### src/rtl/ycc_pkg.sv
// Shared constants for the RGB -> YCbCr 4:2:2 front end: BT.601 coefficients,
// state_Ycc byte tags, saturation bounds, serializer states and the pair record.
package ycc_pkg;
  localparam int RND     = 128;
  localparam int SAT_MAX = 127;
  localparam int SAT_MIN = -128;

  localparam logic signed [8:0] KY_R  =  9'sd77;
  localparam logic signed [8:0] KY_G  =  9'sd150;
  localparam logic signed [8:0] KY_B  =  9'sd29;
  localparam logic signed [8:0] KCB_R = -9'sd43;
  localparam logic signed [8:0] KCB_G = -9'sd85;
  localparam logic signed [8:0] KCB_B =  9'sd128;
  localparam logic signed [8:0] KCR_R =  9'sd128;
  localparam logic signed [8:0] KCR_G = -9'sd107;
  localparam logic signed [8:0] KCR_B = -9'sd21;

  localparam logic [1:0] ST_Y0 = 2'd0;
  localparam logic [1:0] ST_Y1 = 2'd1;
  localparam logic [1:0] ST_CB = 2'd2;
  localparam logic [1:0] ST_CR = 2'd3;

  typedef enum logic [2:0] {S_IDLE, S_EMIT0, S_EMIT1, S_EMIT2, S_EMIT3} ser_state_e;

  typedef struct packed {
    logic signed [7:0] y0;
    logic signed [7:0] y1;
    logic signed [7:0] cb;
    logic signed [7:0] cr;
  } ycc_pair_t;

  function automatic logic signed [7:0] sat8(input logic signed [19:0] v);
    if (v > SAT_MAX)      return 8'(SAT_MAX);
    else if (v < SAT_MIN) return 8'(SAT_MIN);
    else                  return v[7:0];
  endfunction
endpackage

### src/rtl/ycc_mac.sv
// One colour channel: products -> sum -> round/shift/saturate, three register stages.
// With CHROMA_AVG_EN the stage-2 sum is also delivered, aligned with the result.
module ycc_mac
  import ycc_pkg::*;
#(
  parameter logic signed [8:0] K_R  = '0,
  parameter logic signed [8:0] K_G  = '0,
  parameter logic signed [8:0] K_B  = '0,
  parameter bit                LUMA = 1'b0
) (
  input  logic               sys_clk,
  input  logic               sys_rst_n,
  input  logic [7:0]         i_r,
  input  logic [7:0]         i_g,
  input  logic [7:0]         i_b,
`ifdef CHROMA_AVG_EN
  output logic signed [17:0] o_sum,
`endif
  output logic signed [7:0]  o_val
);
  logic signed [17:0] r_pr, r_pg, r_pb, r_sum;
  logic signed [17:0] w_rnd;
  logic signed [19:0] w_sh;
  logic signed [7:0]  r_val;

  always_comb begin
    w_rnd = r_sum + 18'(RND);
    w_sh  = 20'(w_rnd >>> 8);
    // luma is level-shifted to signed after the divide
    if (LUMA) w_sh = w_sh - 20'sd128;
  end

  always_ff @(posedge sys_clk or negedge sys_rst_n)
    if (!sys_rst_n) begin
      r_pr  <= '0;
      r_pg  <= '0;
      r_pb  <= '0;
      r_sum <= '0;
      r_val <= '0;
    end else begin
      r_pr  <= $signed({1'b0, i_r}) * K_R;
      r_pg  <= $signed({1'b0, i_g}) * K_G;
      r_pb  <= $signed({1'b0, i_b}) * K_B;
      r_sum <= r_pr + r_pg + r_pb;
      r_val <= sat8(w_sh);
    end

`ifdef CHROMA_AVG_EN
  logic signed [17:0] r_sum_d;
  always_ff @(posedge sys_clk or negedge sys_rst_n)
    if (!sys_rst_n) r_sum_d <= '0;
    else            r_sum_d <= r_sum;
  assign o_sum = r_sum_d;
`endif

  assign o_val = r_val;
endmodule

### src/rtl/rgb_to_ycc422.sv
// RGB888 -> signed YCbCr 4:2:2 byte stream (Y0,Y1,Cb,Cr) for the ping-pong buffer.
// CHROMA_AVG_EN: average pair chroma from stage-2 sums instead of using the even pixel.
module rgb_to_ycc422
  import ycc_pkg::*;
(
  input  logic              sys_clk,
  input  logic              sys_rst_n,
  input  logic              pix_valid,
  output logic              pix_ready,
  input  logic              pix_sof,
  input  logic [7:0]        pix_r,
  input  logic [7:0]        pix_g,
  input  logic [7:0]        pix_b,
  output logic signed [7:0] img_out,
  output logic [1:0]        state_Ycc,
  output logic              data_en,
  output logic              pair_err
);
  localparam int STAGES = 3;

  logic                w_acc, w_odd_in, w_done, w_take;
  logic                r_phase, r_perr, r_pend_vld, r_den;
  logic [STAGES:1]     r_vld_pipe, r_odd_pipe;
  logic signed [7:0]   w_y, r_ev_y, r_img;
  logic signed [7:0]   r_e_y1, r_e_cb, r_e_cr;
  logic [1:0]          r_st;
  ycc_pair_t           w_new, w_src, r_pend;
  ser_state_e          r_state, w_nxt;
`ifdef CHROMA_AVG_EN
  logic signed [7:0]   w_cb_unused, w_cr_unused;
  logic signed [17:0]  w_ys_unused, w_cbs, w_crs, r_ev_cbs, r_ev_crs;
`else
  logic signed [7:0]   w_cb, w_cr, r_ev_cb, r_ev_cr;
`endif

  ycc_mac #(.K_R(KY_R), .K_G(KY_G), .K_B(KY_B), .LUMA(1'b1)) u_mac_y (
    .sys_clk, .sys_rst_n, .i_r(pix_r), .i_g(pix_g), .i_b(pix_b),
`ifdef CHROMA_AVG_EN
    .o_sum(w_ys_unused),
`endif
    .o_val(w_y)
  );
  ycc_mac #(.K_R(KCB_R), .K_G(KCB_G), .K_B(KCB_B), .LUMA(1'b0)) u_mac_cb (
    .sys_clk, .sys_rst_n, .i_r(pix_r), .i_g(pix_g), .i_b(pix_b),
`ifdef CHROMA_AVG_EN
    .o_sum(w_cbs), .o_val(w_cb_unused)
`else
    .o_val(w_cb)
`endif
  );
  ycc_mac #(.K_R(KCR_R), .K_G(KCR_G), .K_B(KCR_B), .LUMA(1'b0)) u_mac_cr (
    .sys_clk, .sys_rst_n, .i_r(pix_r), .i_g(pix_g), .i_b(pix_b),
`ifdef CHROMA_AVG_EN
    .o_sum(w_crs), .o_val(w_cr_unused)
`else
    .o_val(w_cr)
`endif
  );

  // An odd pixel is only admitted when nothing else can claim the pending slot,
  // so a completing pair always finds either the serializer or r_pend free.
  assign w_odd_in  = r_phase & ~pix_sof;
  assign pix_ready = ~(r_phase & (r_pend_vld | (|(r_vld_pipe & r_odd_pipe))));
  assign w_acc     = pix_valid & pix_ready;
  assign w_done    = r_vld_pipe[STAGES] & r_odd_pipe[STAGES];

  always_ff @(posedge sys_clk or negedge sys_rst_n)
    if (!sys_rst_n) begin
      r_phase    <= 1'b0;
      r_vld_pipe <= '0;
      r_odd_pipe <= '0;
      r_perr     <= 1'b0;
    end else begin
      r_vld_pipe <= {r_vld_pipe[STAGES-1:1], w_acc};
      r_odd_pipe <= {r_odd_pipe[STAGES-1:1], w_acc & w_odd_in};
      if (w_acc) r_phase <= ~w_odd_in;
      r_perr     <= w_acc & pix_sof & r_phase;
    end

  // even half of the pair; a sof pixel simply overwrites an orphaned one
  always_ff @(posedge sys_clk or negedge sys_rst_n)
    if (!sys_rst_n) begin
      r_ev_y <= '0;
`ifdef CHROMA_AVG_EN
      r_ev_cbs <= '0;
      r_ev_crs <= '0;
`else
      r_ev_cb  <= '0;
      r_ev_cr  <= '0;
`endif
    end else if (r_vld_pipe[STAGES] && !r_odd_pipe[STAGES]) begin
      r_ev_y <= w_y;
`ifdef CHROMA_AVG_EN
      r_ev_cbs <= w_cbs;
      r_ev_crs <= w_crs;
`else
      r_ev_cb  <= w_cb;
      r_ev_cr  <= w_cr;
`endif
    end

  always_comb begin
    w_new.y0 = r_ev_y;
    w_new.y1 = w_y;
`ifdef CHROMA_AVG_EN
    w_new.cb = sat8((20'(r_ev_cbs) + 20'(w_cbs) + 20'sd256) >>> 9);
    w_new.cr = sat8((20'(r_ev_crs) + 20'(w_crs) + 20'sd256) >>> 9);
`else
    w_new.cb = r_ev_cb;
    w_new.cr = r_ev_cr;
`endif
  end

  assign w_take = ((r_state == S_IDLE) || (r_state == S_EMIT3)) && (r_pend_vld || w_done);
  assign w_src  = r_pend_vld ? r_pend : w_new;

  always_ff @(posedge sys_clk or negedge sys_rst_n)
    if (!sys_rst_n) begin
      r_pend_vld <= 1'b0;
      r_pend     <= '0;
      r_e_y1     <= '0;
      r_e_cb     <= '0;
      r_e_cr     <= '0;
    end else begin
      if (w_done && (r_pend_vld || !w_take)) r_pend <= w_new;
      r_pend_vld <= (r_pend_vld && !w_take) || (w_done && (r_pend_vld || !w_take));
      if (w_take) begin
        r_e_y1 <= w_src.y1;
        r_e_cb <= w_src.cb;
        r_e_cr <= w_src.cr;
      end
    end

  always_ff @(posedge sys_clk or negedge sys_rst_n)
    if (!sys_rst_n) r_state <= S_IDLE;
    else            r_state <= w_nxt;

  always_comb begin
    w_nxt = r_state;
    case (r_state)
      S_IDLE:  if (w_take) w_nxt = S_EMIT0;
      S_EMIT0: w_nxt = S_EMIT1;
      S_EMIT1: w_nxt = S_EMIT2;
      S_EMIT2: w_nxt = S_EMIT3;
      S_EMIT3: w_nxt = w_take ? S_EMIT0 : S_IDLE;
      default: w_nxt = S_IDLE;
    endcase
  end

  // byte outputs registered alongside the state they belong to
  always_ff @(posedge sys_clk or negedge sys_rst_n)
    if (!sys_rst_n) begin
      r_img <= '0;
      r_st  <= ST_Y0;
      r_den <= 1'b0;
    end else begin
      r_den <= (w_nxt != S_IDLE);
      case (w_nxt)
        S_EMIT0: begin r_img <= w_src.y0; r_st <= ST_Y0; end
        S_EMIT1: begin r_img <= r_e_y1;   r_st <= ST_Y1; end
        S_EMIT2: begin r_img <= r_e_cb;   r_st <= ST_CB; end
        S_EMIT3: begin r_img <= r_e_cr;   r_st <= ST_CR; end
        default: r_st <= ST_Y0;
      endcase
    end

  assign img_out   = r_img;
  assign state_Ycc = r_st;
  assign data_en   = r_den;
  assign pair_err  = r_perr;
endmodule

### config.mk
export PLATFORM = sky130hd
export DESIGN_NAME = rgb_to_ycc422
export DESIGN_NICKNAME = d
export VERILOG_FILES = /design/src/rtl/ycc_pkg.sv /design/src/rtl/ycc_mac.sv /design/src/rtl/rgb_to_ycc422.sv
export SDC_FILE = /design/constraint.sdc
export NUM_CORES = 1
export LEC_CHECK = 0
export ABC_AREA = 1
export CORE_ASPECT_RATIO = 2
export CORE_MARGIN = 2
export CORE_UTILIZATION = 64
export CTS_BUF_LIST = sky130_fd_sc_hd__clkbuf_16
export DETAILED_ROUTE_END_ITERATION = 16
export GPL_ROUTABILITY_DRIVEN = 0
export GPL_TIMING_DRIVEN = 1
export PLACE_DENSITY = 0.82
export SKIP_LAST_GASP = 1
export SLEW_MARGIN = 20
export SYNTH_ARGS = -nofsm -noshare
export SYNTH_HDL_FRONTEND = slang
export SYNTH_SLANG_ARGS = --single-unit
### constraint.sdc
create_clock -name sys_clk -period 2.6 [get_ports sys_clk]
set_input_delay 0.52 -clock sys_clk [delete_from_list [all_inputs] [get_ports sys_clk]]
set_output_delay 0.52 -clock sys_clk [all_outputs]
set_load 0.03 [all_outputs]
==> results of run 1 <==
routing by layer:
| layer | GRT usage [%] | GRT overflow |
|---|---|---|
| met3 | 39.0 | 4 |
| met1 | 59.1 | 0 |
| met2 | 82.5 | 68 |
| met4 | 63.6 | 44 |
| met5 | 9.54 | 0 |
through the flow:
step	hold WS, ns	instances	util, %	setup WS (ns)	TNS [ns]
CTS	0.193	2792	83.6	-0.528	-13.02
detailed placement	0.364	2723	77.6	-1.45	-88.72
floorplan	0.224	2073	-	-0.657	-20.86
global placement	0.360	2723	77.6	-1.34	-83.47
timing repair:
item	in CTS
gates cloned	0
endpoints found under the hold margin	37
endpoints found under the setup margin	71
resized for setup	237
hold buffers	1
pin swaps	133
setup buffers	27
kinds of logic after synthesis:
kind of cell | share of synthesized area [%]
fa+ha+maj | 31.0
xor+xnor | 4.43
simple gates | 14.2
compound gates | 9.29
buf+inv | 6.09
flops | 35.0
synthesized netlist by cell type:
cell type	number
a211oi_1	2
a21boi_0	4
a21o_1	12
a21oi_1	128
a221oi_1	4
a22oi_1	8
a31o_2	3
a31oi_1	18
buf_1	1
buf_2	7
buf_4	3
clkbuf_1	15
dfrtp_1	271
fa_1	97
ha_1	325
inv_1	281
inv_2	2
nand2_1	389
nand2_2	7
nand3_1	98
nand3_2	2
nand3_4	1
nand3b_1	6
nand4_1	20
nor2_1	102
nor2_2	5
nor2_4	1
nor3_1	16
nor3b_2	1
nor4_1	1
o2111ai_1	2
o211ai_1	10
o21a_1	1
o21ai_0	104
o21ai_1	9
o21ai_2	2
o21bai_1	9
o221ai_1	1
o31ai_1	4
or2_2	3
xnor2_1	17
xor2_1	81
==> results.sh, run 1 <==
export IMPL_yosysTopAreaCell="dfrtp_1"
export IMPL_cts_buffer_depth=3
export IMPL_hpwl_um=40600
export IMPL_port_buffers=40
export IMPL_synth_seq_cells=271
export IMPL_ys_warn_count=0
export IMPL_die_w_um=127
export IMPL_placed_area_mm2=0.0232
export IMPL_grt_use_total_pct=61.0
export IMPL_die_h_um=250
export IMPL_cts_buffers_inserted=25
export IMPL_grt_overflow=116
export IMPL_avgSynthCellArea_um2=9.35
export IMPL_syn_num_nets=2523
export IMPL_haltStage="global routing"
export IMPL_worst_ep_kind="register data pin"
export IMPL_toolErrorMsg="[ERROR GRT-0232] Routing congestion too high. Check the congestion heatmap in the GUI."
export IMPL_synthTopCellsByArea="dfrtp_1, ha_1, fa_1"
export IMPL_ctsRootBufferMaster="clkbuf_16"
export IMPL_synth_area_mm2=0.0194
export IMPL_start_util_pct=64.7
export IMPL_synth_cell_types=42
export IMPL_fp_row_count=90
export IMPL_boundaryPins=41
export IMPL_clock_sinks=271
export IMPL_htree_levels=1
export IMPL_postGrtWorstEndpoint="u_mac_cb.r_pg[14]$_DFF_PN0_/D"
export IMPL_netlist_instances=2073
export IMPL_status="aborted with a tool error"
export IMPL_ys_seq_area_share_pct=35.0
export IMPL_yosys_area_top_type_share_pct=35.0
export IMPL_grt_max_degree=92
==> run 2: changes to the inputs <==
Settings changed: CORE_ASPECT_RATIO 2 to unset, CORE_UTILIZATION 64 to 40, CTS_BUF_LIST sky130_fd_sc_hd__clkbuf_16 to unset, PLACE_DENSITY 0.82 to unset, PLACE_DENSITY_LB_ADDON set to 0.15.
==> run 2 against run 1 <==
Net effect: the flow now finishes, with violations (setup timing); synthesized cell count did not move; area after synthesis did not move.
==> results.sh, run 2 <==
export IMPL_status="finished with violations"
export IMPL_violations="setup timing"
export IMPL_avgSynthCellArea_um2=9.35
export IMPL_maxCapViolations=0
export IMPL_cts_buffers_inserted=34
export IMPL_hold_viol=0
export IMPL_grt_pass1_vias=15600
export IMPL_routed_wl_um=48300
export IMPL_synth_simple_area_share_pct=14.2
export IMPL_yosysTopAreaCell="dfrtp_1"
export IMPL_final_nets=2865
export IMPL_cp_startpoint="pix_b[3]"
export IMPL_die_h_um=224
export IMPL_top_regs="r_pend (32), u_mac_cr.r_pg (17)"
export IMPL_cp_common_cell="ha_4"
export IMPL_drive_above_1_share_pct=28.6
export IMPL_power_density_mw_per_mm2=1180
export IMPL_critPathRequiredTime_ns=3.05
export IMPL_syn_num_nets=2523
export IMPL_synth_cell_types=42
export IMPL_clock_sinks=271
export IMPL_reg2reg_depth=11
export IMPL_grt_setup_unrepaired="yes"
export IMPL_hold_path_endpoint="u_mac_cb.r_pb[10]$_DFF_PN0_"
export IMPL_tightest_slew_ns=0.647
export IMPL_grt_pass1_wl_um=79200
export IMPL_synth_edf_count=0
export IMPL_ys_flop_type="dfrtp_1"
export IMPL_port_buffers=40
export IMPL_largest_reg_flops=32
export IMPL_synthArstFlopShare_pct=100
export IMPL_synthAdderAreaFrac_pct=31.0
export IMPL_final_common_cell="nand2_1"
export IMPL_synth_seq_cells=271
export IMPL_via_per_inst=4.93
export IMPL_synth_most_common_cell="nand2_1"
export IMPL_yosys_area_top_type_share_pct=35.0
export IMPL_core_area_mm2=0.0477
export IMPL_grt_overflow=0
export IMPL_final_util_pct=54.8
export IMPL_cts_buffer_depth=3
export IMPL_hpwl_um=38000
export IMPL_synth_mux_area_share_pct=0
export IMPL_ys_warn_count=0
export IMPL_synth_common_cells="nand2_1, ha_1, inv_1"
export IMPL_die_w_um=224
export IMPL_grt_use_total_pct=19.8
export IMPL_r2r_slack_ns=0.19
export IMPL_ys_seq_area_share_pct=35.0
export IMPL_min_path_type="in2reg"
export IMPL_synth_top_family_by_area="adder cells"
export IMPL_dp_cells=2961
export IMPL_start_util_pct=40.6
export IMPL_synth_compound_area_share_pct=9.29
export IMPL_detailroute_via_count=15100
export IMPL_hold_slack_ns=0.130
export IMPL_drtIter0Drc=685
export IMPL_fin_crit_sh_pct=112
export IMPL_fp_row_count=80
export IMPL_synthXorXnorAreaFrac_pct=4.43
export IMPL_final_cell_mix="nand2_1, dfrtp_1, buf_4"
export IMPL_drc_errors=0
export IMPL_synthTopCellsByArea="dfrtp_1, ha_1, fa_1"
export IMPL_largest_register="r_pend"
export IMPL_critPathArrivalTime_ns=3.36
export IMPL_ff_latch_area_mm2=0.00678
export IMPL_p_leak_nw=12.9
export IMPL_antenna_cells=0
export IMPL_clock_skew_final_ns=0.0209
export IMPL_fill_cells=4195
export IMPL_cp_num_buf_inv=2
export IMPL_r2r_start="u_mac_y.r_pb[4]$_DFF_PN0_"
export IMPL_setup_viol=52
export IMPL_grt_max_degree=68
export IMPL_ant_nets=0
export IMPL_htree_levels=2
export IMPL_final_setup_worst_slack_ns=-0.312
export IMPL_critPathLaunchType="input port"
export IMPL_cts_tree="yes"
export IMPL_peakVddDrop_uv=623
export IMPL_path_cells="buf_12 -> clkinvlp_4 -> ha_4 -> fa_1 -> fa_1 -> ha_4 -> ha_4 -> nand2_1 -> o21ai_2 -> a21oi_2 -> o21bai_1 -> xor2_1"
export IMPL_antenna_found_initial=2
export IMPL_die_area_mm2=0.0502
export IMPL_clk_latency_ns=0.55
export IMPL_ctsRootBufferMaster="clkbuf_16"
export IMPL_instances_no_fill=3055
export IMPL_final_max_slew_viol_count=0
export IMPL_crit_fanout=4
export IMPL_path_class="in2reg"
export IMPL_cts_clk_slew_worst_paths_ns=0.06
export IMPL_multi_input_area_mm2=0.0134
export IMPL_drtPass1Iterations=5
export IMPL_slew_headroom_pct=56.8
export IMPL_boundaryPins=41
export IMPL_critical_path_top_delay_family="adder cells"
export IMPL_period_minus_slack_ns=2.91
export IMPL_wl_per_cell_um=15.8
export IMPL_worstHoldStart="pix_b[3]"
export IMPL_min_path_cells=1
export IMPL_finalSetupTns_ns=-7.86
export IMPL_worst_path_max_delay_cell="fa_1"
export IMPL_worst_setup_path_end_kind="flip-flop"
export IMPL_cpPeakStageDelay_ns=0.54
export IMPL_power_mw=30.8
export IMPL_synth_area_mm2=0.0194
export IMPL_netlist_instances=2073
export IMPL_syn_to_final_growth_pct=35.0
export IMPL_timing_fmax_ghz=0.343
export IMPL_rr_endpoint="u_mac_y.r_sum[16]$_DFF_PN0_"
## run 2: layout make-up
class	count	share of cell area [%]
Multi-Input combinational cell	1493	51.1
Clock buffer	40	3.45
Sequential cell	271	25.9
Inverter	283	4.37
Tap cell	615	2.94
Clock inverter	21	1.12
Timing Repair Buffer	332	11.1
## run 2: through the flow
step                      setup slack, ns  instance area [um2]
after floorplan                    -0.657                20400
after global placement              -1.34                23500
after detailed placement            -1.37                23500
after CTS                          -0.449                25500
after global routing               -0.408                26200
final                              -0.312                26200
## run 2: worst max-delay path by stage
stage                                  endpoint  slack, ns  cells after the start
detailed placement  u_mac_cr.r_pg[11]$_DFF_PN0_      -1.37                     13
global placement    u_mac_cb.r_pg[13]$_DFF_PN0_      -1.34                     15
finish              u_mac_cr.r_pb[12]$_DFF_PN0_      -0.31                     12
CTS                 u_mac_cb.r_pg[13]$_DFF_PN0_      -0.45                     16
global route        u_mac_cb.r_pg[13]$_DFF_PN0_      -0.41                     14
floorplan           u_mac_cb.r_pg[13]$_DFF_PN0_      -0.66                     14
## run 2: power breakdown
group          internal (mW)  total, mW  switching (mW)
clock network           3.03       4.94            1.92
logic                   8.01       18.3            10.3
registers               6.21       7.49            1.28
## run 2: cells by family (layout without fill, tap and decap cells)
| group | count (synthesis) | count (layout) |
|---|---|---|
| and+or+nand+nor | 652 | 652 |
| DFF | 271 | 271 |
| adders and majority gates | 422 | 422 |
| xor gates and xnor gates | 98 | 98 |
| AOI/OAI and AO/OA | 321 | 321 |
| buffers and inverters | 309 | 676 |
## run 2: repair_timing
item	CTS	global route
setup buffers	29	22
hold buffers	1	0
pin swaps	132	135
gates resized for setup	234	140
endpoints found under the setup margin	71	69
endpoints found under the hold margin	60	0
## run 2: metal layers
layer / track usage [%] / part of all wire, % / routed length [um] / vias up
met5: 0 / 0 / 0 / -
met4: 6.17 / 3.1 / 1500 / 0
met3: 2.54 / 2.3 / 1130 / 81
met2: 35.2 / 50 / 24100 / 178
met1: 25.0 / 45 / 21600 / 7270
li1: - / - / - / 7521
Power figures use the tool's default switching activity.
